<file path="src/rtl/fetch_pkg.sv">
// Shared definitions for the instruction fetch queue: default depth, the NOP
// word substituted for misaligned fetches, and the buffered entry layout.
package fetch_pkg;

  localparam int          DEFAULT_DEPTH = 4;
  localparam logic [31:0] NOP_INSTR     = 32'h0000_0000;

  typedef struct packed {
    logic [31:0] pc;
    logic [31:0] instr;
    logic        misalign;
  } entry_t;

endpackage

</file>
<file path="src/rtl/fetch_fifo.sv">
// Circular buffer of fetched entries. Holds storage, head/tail pointers and the
// occupancy count; clear empties it and takes priority over push and pop.
module fetch_fifo
  import fetch_pkg::*;
#(
  parameter int DEPTH = DEFAULT_DEPTH,
  localparam int PW = $clog2(DEPTH),
  localparam int CW = PW + 1
) (
  input  logic          clk,
  input  logic          reset,
  input  logic          clear,
  input  logic          push,
  input  logic [31:0]   push_pc,
  input  logic [31:0]   push_instr,
  input  logic          push_misalign,
  input  logic          pop,
  output logic [31:0]   head_pc,
  output logic [31:0]   head_instr,
  output logic          head_misalign,
  output logic [CW-1:0] count
);

  entry_t        mem [DEPTH];
  entry_t        head_entry;
  logic [PW-1:0] head_ptr;
  logic [PW-1:0] tail_ptr;
  logic          do_pop;

  // Popping an empty queue is ignored; a full queue is never pushed because
  // the issuer only spends credit it has.
  assign do_pop = pop && (count != '0);

  always_ff @(posedge clk or negedge reset) begin
    if (!reset) begin
      head_ptr <= '0;
      tail_ptr <= '0;
      count    <= '0;
    end else if (clear) begin
      head_ptr <= '0;
      tail_ptr <= '0;
      count    <= '0;
    end else begin
      if (push)   tail_ptr <= tail_ptr + 1'b1;
      if (do_pop) head_ptr <= head_ptr + 1'b1;
      case ({push, do_pop})
        2'b10:   count <= count + 1'b1;
        2'b01:   count <= count - 1'b1;
        default: count <= count;
      endcase
    end
  end

  // NOTE: the storage array has no reset; its contents are never observed
  // unless count says the slot is occupied, so clearing it would only cost flops.
  always_ff @(posedge clk) begin
    if (push && !clear) mem[tail_ptr] <= '{pc: push_pc, instr: push_instr, misalign: push_misalign};
  end

  always_comb begin
    // NOTE: every output gets a default first so no path leaves a latch.
    head_entry = '0;
    if (count != '0) head_entry = mem[head_ptr];
  end

  assign head_pc       = head_entry.pc;
  assign head_instr    = head_entry.instr;
  assign head_misalign = head_entry.misalign;

endmodule

</file>
<file path="src/rtl/instr_fetch_queue.sv">
// Instruction fetch front end: issues memory reads against queue credit, tracks
// the single in-flight read, and handles redirects before entries reach decode.
module instr_fetch_queue
  import fetch_pkg::*;
#(
  parameter int DEPTH = DEFAULT_DEPTH
) (
  input  logic        clk,
  input  logic        reset,
  input  logic [31:0] pc_addr,
  input  logic        pc_valid,
  output logic        pc_ready,
  input  logic        flush,
  output logic        imem_en,
  output logic [31:0] imem_addr,
  input  logic [31:0] imem_rdata,
  output logic        if_valid,
  input  logic        if_ready,
  output logic [31:0] if_pc,
  output logic [31:0] if_instr,
  output logic        if_misalign
);

  localparam int            CW      = $clog2(DEPTH) + 1;
  localparam logic [CW-1:0] DEPTH_C = CW'(DEPTH);

  logic          armed;
  logic          req_valid;
  logic [31:0]   req_pc;
  logic          req_misalign;
  logic [CW-1:0] count;
  logic          issue;
  logic          push;
  logic          pop;
  logic [31:0]   push_instr;

  // Credit counts the registered occupancy plus the outstanding read, so a
  // pop in the current cycle does not make room until the next one.
  assign issue     = armed && pc_valid && !flush && ((count + CW'(req_valid)) < DEPTH_C);
  assign imem_en   = issue;
  assign pc_ready  = issue;
  assign imem_addr = {pc_addr[31:2], 2'b00};

  assign push       = req_valid && !flush;
  assign pop        = if_valid && if_ready && !flush;
  assign push_instr = req_misalign ? NOP_INSTR : imem_rdata;
  assign if_valid   = (count != '0);

  // armed holds off issue until the first edge after reset is released.
  always_ff @(posedge clk or negedge reset) begin
    if (!reset) begin
      armed        <= 1'b0;
      req_valid    <= 1'b0;
      req_pc       <= '0;
      req_misalign <= 1'b0;
    end else begin
      armed     <= 1'b1;
      req_valid <= issue;
      if (issue) begin
        req_pc       <= pc_addr;
        req_misalign <= |pc_addr[1:0];
      end
    end
  end

  fetch_fifo #(.DEPTH(DEPTH)) u_fifo (
    .clk           (clk),
    .reset         (reset),
    .clear         (flush),
    .push          (push),
    .push_pc       (req_pc),
    .push_instr    (push_instr),
    .push_misalign (req_misalign),
    .pop           (pop),
    .head_pc       (if_pc),
    .head_instr    (if_instr),
    .head_misalign (if_misalign),
    .count         (count)
  );

endmodule

</file>
<file path="config.mk">
export PLATFORM = sky130hd
export DESIGN_NAME = instr_fetch_queue
export DESIGN_NICKNAME = d
export VERILOG_FILES = /design/src/rtl/fetch_pkg.sv /design/src/rtl/fetch_fifo.sv /design/src/rtl/instr_fetch_queue.sv
export SDC_FILE = /design/constraint.sdc
export NUM_CORES = 1
export LEC_CHECK = 0
export BUFFER_PORTS_ARGS = -buffer_cell sky130_fd_sc_hd__buf_2
export CELL_PAD_IN_SITES_DETAIL_PLACEMENT = 0
export CELL_PAD_IN_SITES_GLOBAL_PLACEMENT = 1
export CORE_ASPECT_RATIO = 0.8
export CORE_UTILIZATION = 51
export CTS_BUF_LIST = sky130_fd_sc_hd__clkbuf_8
export DETAILED_ROUTE_END_ITERATION = 8
export PLACE_DENSITY_LB_ADDON = 0.08
export SYNTH_ARGS = -nofsm -noshare
export SYNTH_HDL_FRONTEND = slang
export SYNTH_HIERARCHICAL = 1
export SYNTH_SLANG_ARGS = --single-unit
</file>
<file path="constraint.sdc">
create_clock -name clk -period 3.6 [get_ports clk]
set_input_delay 1.08 -clock clk [delete_from_list [all_inputs] [get_ports clk]]
set_output_delay 1.08 -clock clk [all_outputs]
set_load 0.03 [all_outputs]
</file>
==> metrics.md <==
| Metric | Value |
|---|---|
| Outcome | completed |
| Clock Latency Late Sink | between 500 and 600 ps |
| Final hold violation count | 0 |
| RR Endpoint | u_fifo/count[2]$_DFFE_PN0P_ |
| CTS tree | built |
| Crit end category | output port |
| Final net count | 871 |
| Largest family of logic cells by synthesized area | multiplexers |
| CP max-delay cell | dfrtp_4 |
| R2R setup slack | slightly below 1000 ps |
| Largest net degree at the start of global routing | 43 |
| Clock tree sinks | between 300 and 400 |
| Via count | 6031 |
| Dpl hpwl | 13.4 mm |
| 1st-pass router iterations | 4 |
| Xor-xnor portion of the synthesized cell area | 0.00361 |
| Simple-gate share of the synthesized area | 0.0629 |
| Syn Area/Cell | 19.8 um2 |
| TritonCTS buffer count | 47 |
| Post-synthesis mux area share | 0.154 |
| Grt total ovfl | 0 |
| Inst Count DP | between 1k and 1.5k |
| Pre-CTS setup slack | just over 500 ps |
| Synth Instances | a little over 600 |
| Critical path buffers and inverters | 2 |
| Port Buf Inserts | ~170 |
| Compound-Gate Fraction of Synth Area | 0.00516 |
| Die height | 140 um |
| Worst path cell trace | buf_12 -> mux4_2 -> nor2b_1 -> buf_2 |
| Worst-Margin Slew | approximately 700 ps |
| Sequential share of the synthesized area | 0.731 |
| Flops & latches, synth | 302 |
| First-pass GRT wire length | roughly 36 mm |
| DRC Markers | 0 |
| Core Area | around 23000 um2 |
| Area occupied by multi-input gates | ~2800 um2 |
| Vias per std cell | between 5 and 6 |
| R2R Path Start | u_fifo/count[0]$_DFFE_PN0P_ |
| DRT iter0 DRCs | around 340 |
| Die X | approximately 170 um |
| Register area | between 8000 and 9000 um2 |
| Setup Crit Path Kind | reg -> out |
| Gr usage total | 0.193 |
| Htree depth | 2 |
| Crit-path max FO | 21 |
| Delay-heaviest family, CP | flip-flops |
| Adder-Cell Fraction of Synth Area | 0.00578 |
| Slew Limit Fails | 0 |
| Synth warn | 6 |
| Final GP Congestion | between 0.6 and 0.7 |
| Distinct cells, synth | 32 |
| Reg2Reg Depth | 7 |
| Placed cell areas | 13200 um2 |
| Critical Path Stages | 4 |
| Root Buffer | clkbuf_8 |
| Antenna violations before repair | 2 |
| FP Rows | 50 |
| Final wirelength | between 20 and 25 mm |
| Share of cells above drive strength 1 | 0.435 |
| Clock Tree Buf Depth | 3 |
| Die Area | between 20000 and 25000 um2 |
| Maxcap violations | 0 |
| Type of the tightest min-delay check | reg -> reg |
| Final Critical Period | about 3300 ps |
| Setup TNS Final | 0 ps |
| Slowest stage delay, CP | ~550 ps |
| Critical path required time | 2520 ps |
| Crit path launch | u_fifo/head_ptr[0]$_DFFE_PN0P_ |
| Worst setup path end | if_pc[8] |
| Final Setup Violations | 0 |
| Netlist Area Pre-Place | between 10000 and 15000 um2 |
| Max IR drop VDD | roughly 0.35 mV |
| CTS resizes | 0 |
| Tcrit/Tclk final | 0.919 |
| Initial Util | 0.519 |
| Clk slew on worst S/H paths | about 60 ps |
| Post-DRT Antenna Nets | 0 |
| Leak pwr | ~0.005 uW |
| PwrDens | a little under 500 nW/um2 |
| Ports | 169 |
| Final cell count without fillers | 1146 |
| Data arrival, critical path | approximately 2200 ps |
| Setup crit start kind | flop |
| Slew headroom | 0.544 |
| FMAX | 302 MHz |
| Number of global-route vias before repair | between 6k and 7k |
| Finished Cell Area | about 14000 um2 |
| RSZ-0062 raised after global routing | false |
| WL/cell | slightly below 20 um |
| Fill count | ~1.7k |
| Area added between synthesis and finish | 16.6% |
| Clk_skew | 21.1 ps |
| Worst Slack Setup Final | 291 ps |
[synth_stat cells, drive strengths merged]
master | n | share of area
mux2i | 3 | 0.0035
edfxtp | 260 | 0.64
nand4bb | 2 | 0.0019
or3 | 1 | 0.00052
conb | 2 | 0.00062
xnor2 | 3 | 0.0022
buf | 50 | 0.032
and2 | 4 | 0.0021
ha | 4 | 0.0041
nor2b | 100 | 0.052
fa | 1 | 0.0017
nor3 | 1 | 0.00083
a31oi | 1 | 0.00052
xor2 | 2 | 0.0014
mux4 | 65 | 0.12
nand4b | 1 | 0.00072
o311ai | 1 | 0.00072
mux2 | 32 | 0.030
o31a | 1 | 0.00072
clkbuf | 13 | 0.0040
nand3 | 3 | 0.0012
and3 | 1 | 0.00052
inv | 4 | 0.0012
dfrtp | 42 | 0.087
o31ai | 1 | 0.0010
a221oi | 2 | 0.0014
nor2 | 9 | 0.0028
a22o | 1 | 0.00072
and3b | 1 | 0.00072
[repair_timing]
action                     4_1_cts  5_1_grt
setup buffers                    0        7
setup endpoints to repair        0        9
hold buffers                     0        0
[state kept, by name (all words and copies together) (netlist names)]
register / flops
armed: 1
req_misalign: 1
req_pc: 32
req_valid: 1
u_fifo/count: 3
u_fifo/head_ptr: 2
u_fifo/mem: 260
u_fifo/tail_ptr: 2
[worst reg2reg max path, delay by kind of cell (launching register included)]
family,cells,cell delay (ps)
compound gates,3,750
fa+ha+maj,1,440
flops,1,500
simple gates,3,820
[cells in the final DEF (no fill, tap or decap)]
cell type / count
nor2b_1: 100
nand4bb_1: 2
clkinv_2: 5
and3_1: 1
buf_2: 166
dfrtp_1: 40
a22o_1: 1
o311ai_0: 1
xnor2_1: 3
conb_1: 3
a31oi_1: 1
mux2i_4: 1
nor3_4: 1
ha_1: 4
mux4_2: 65
and2_4: 4
nand3_1: 3
dfrtp_4: 2
nor2_1: 9
o31ai_2: 1
buf_12: 8
and3b_1: 1
clkinv_1: 8
a221oi_1: 2
clkbuf_8: 52
buf_4: 25
mux2i_1: 2
fa_1: 1
mux2_2: 32
or3_1: 1
diode_2: 1
inv_1: 24
xor2_1: 2
edfxtp_1: 260
o31a_1: 1
nand4b_1: 1
[area by class of cell]
type                    count  area share
repair buffers            199      0.0834
clock inverters            33     0.00921
inverters                   4     0.00106
flip-flops and latches    302       0.627
multi-input cells         243       0.200
diodes                      1    0.000177
well taps                 312      0.0276
clock buffers              52      0.0506
[metrics by stage]
| stage | util | hold WS (ps) | total power, uW |
|---|---|---|---|
| after floorplan | - | 472 | 4410 |
| after global placement | 0.567 | 481 | 4530 |
| after detailed placement | 0.567 | 509 | 4560 |
| after CTS | 0.603 | 515 | 7120 |
| after global routing | 0.605 | 523 | 7310 |
| final | 0.606 | 510 | 7020 |
[worst min-delay path by stage]
stage / startpoint / to / slack, ps / depth (start not counted)
CTS: req_pc[29]$_DFFE_PN0P_ / u_fifo/mem[3][62]$_DFFE_PP_ / 520 / 0
floorplan: req_pc[0]$_DFFE_PN0P_ / u_fifo/mem[0][33]$_DFFE_PP_ / 470 / 0
global route: req_pc[26]$_DFFE_PN0P_ / u_fifo/mem[0][59]$_DFFE_PP_ / 520 / 0
detailed placement: req_pc[19]$_DFFE_PN0P_ / u_fifo/mem[1][52]$_DFFE_PP_ / 510 / 0
global placement: req_pc[29]$_DFFE_PN0P_ / u_fifo/mem[0][62]$_DFFE_PP_ / 480 / 0
finish: req_pc[29]$_DFFE_PN0P_ / u_fifo/mem[3][62]$_DFFE_PP_ / 510 / 0
[routing by layer]
layer / share of wire / track usage
met5: 0.00048 / 0
met3: 0.057 / 0.0448
met4: 0.020 / 0.0609
met2: 0.49 / 0.318
met1: 0.44 / 0.257
[kinds of logic after synthesis]
| kind of cell | count (synthesis) |
|---|---|
| buffers and inverters | 67 |
| muxes | 100 |
| xor gates and xnor gates | 5 |
| DFF | 302 |
| and+or+nand+nor | 123 |
| other | 2 |
| AOI/OAI and AO/OA | 7 |
| adders and majority gates | 5 |
[power breakdown]
| part | total [uW] | switching, uW | internal [uW] |
|---|---|---|---|
| sequential | 4090 | 94.6 | 3990 |
| combinational | 392 | 239 | 153 |
| clock | 2540 | 1220 | 1320 |
Power figures use the tool's default switching activity.
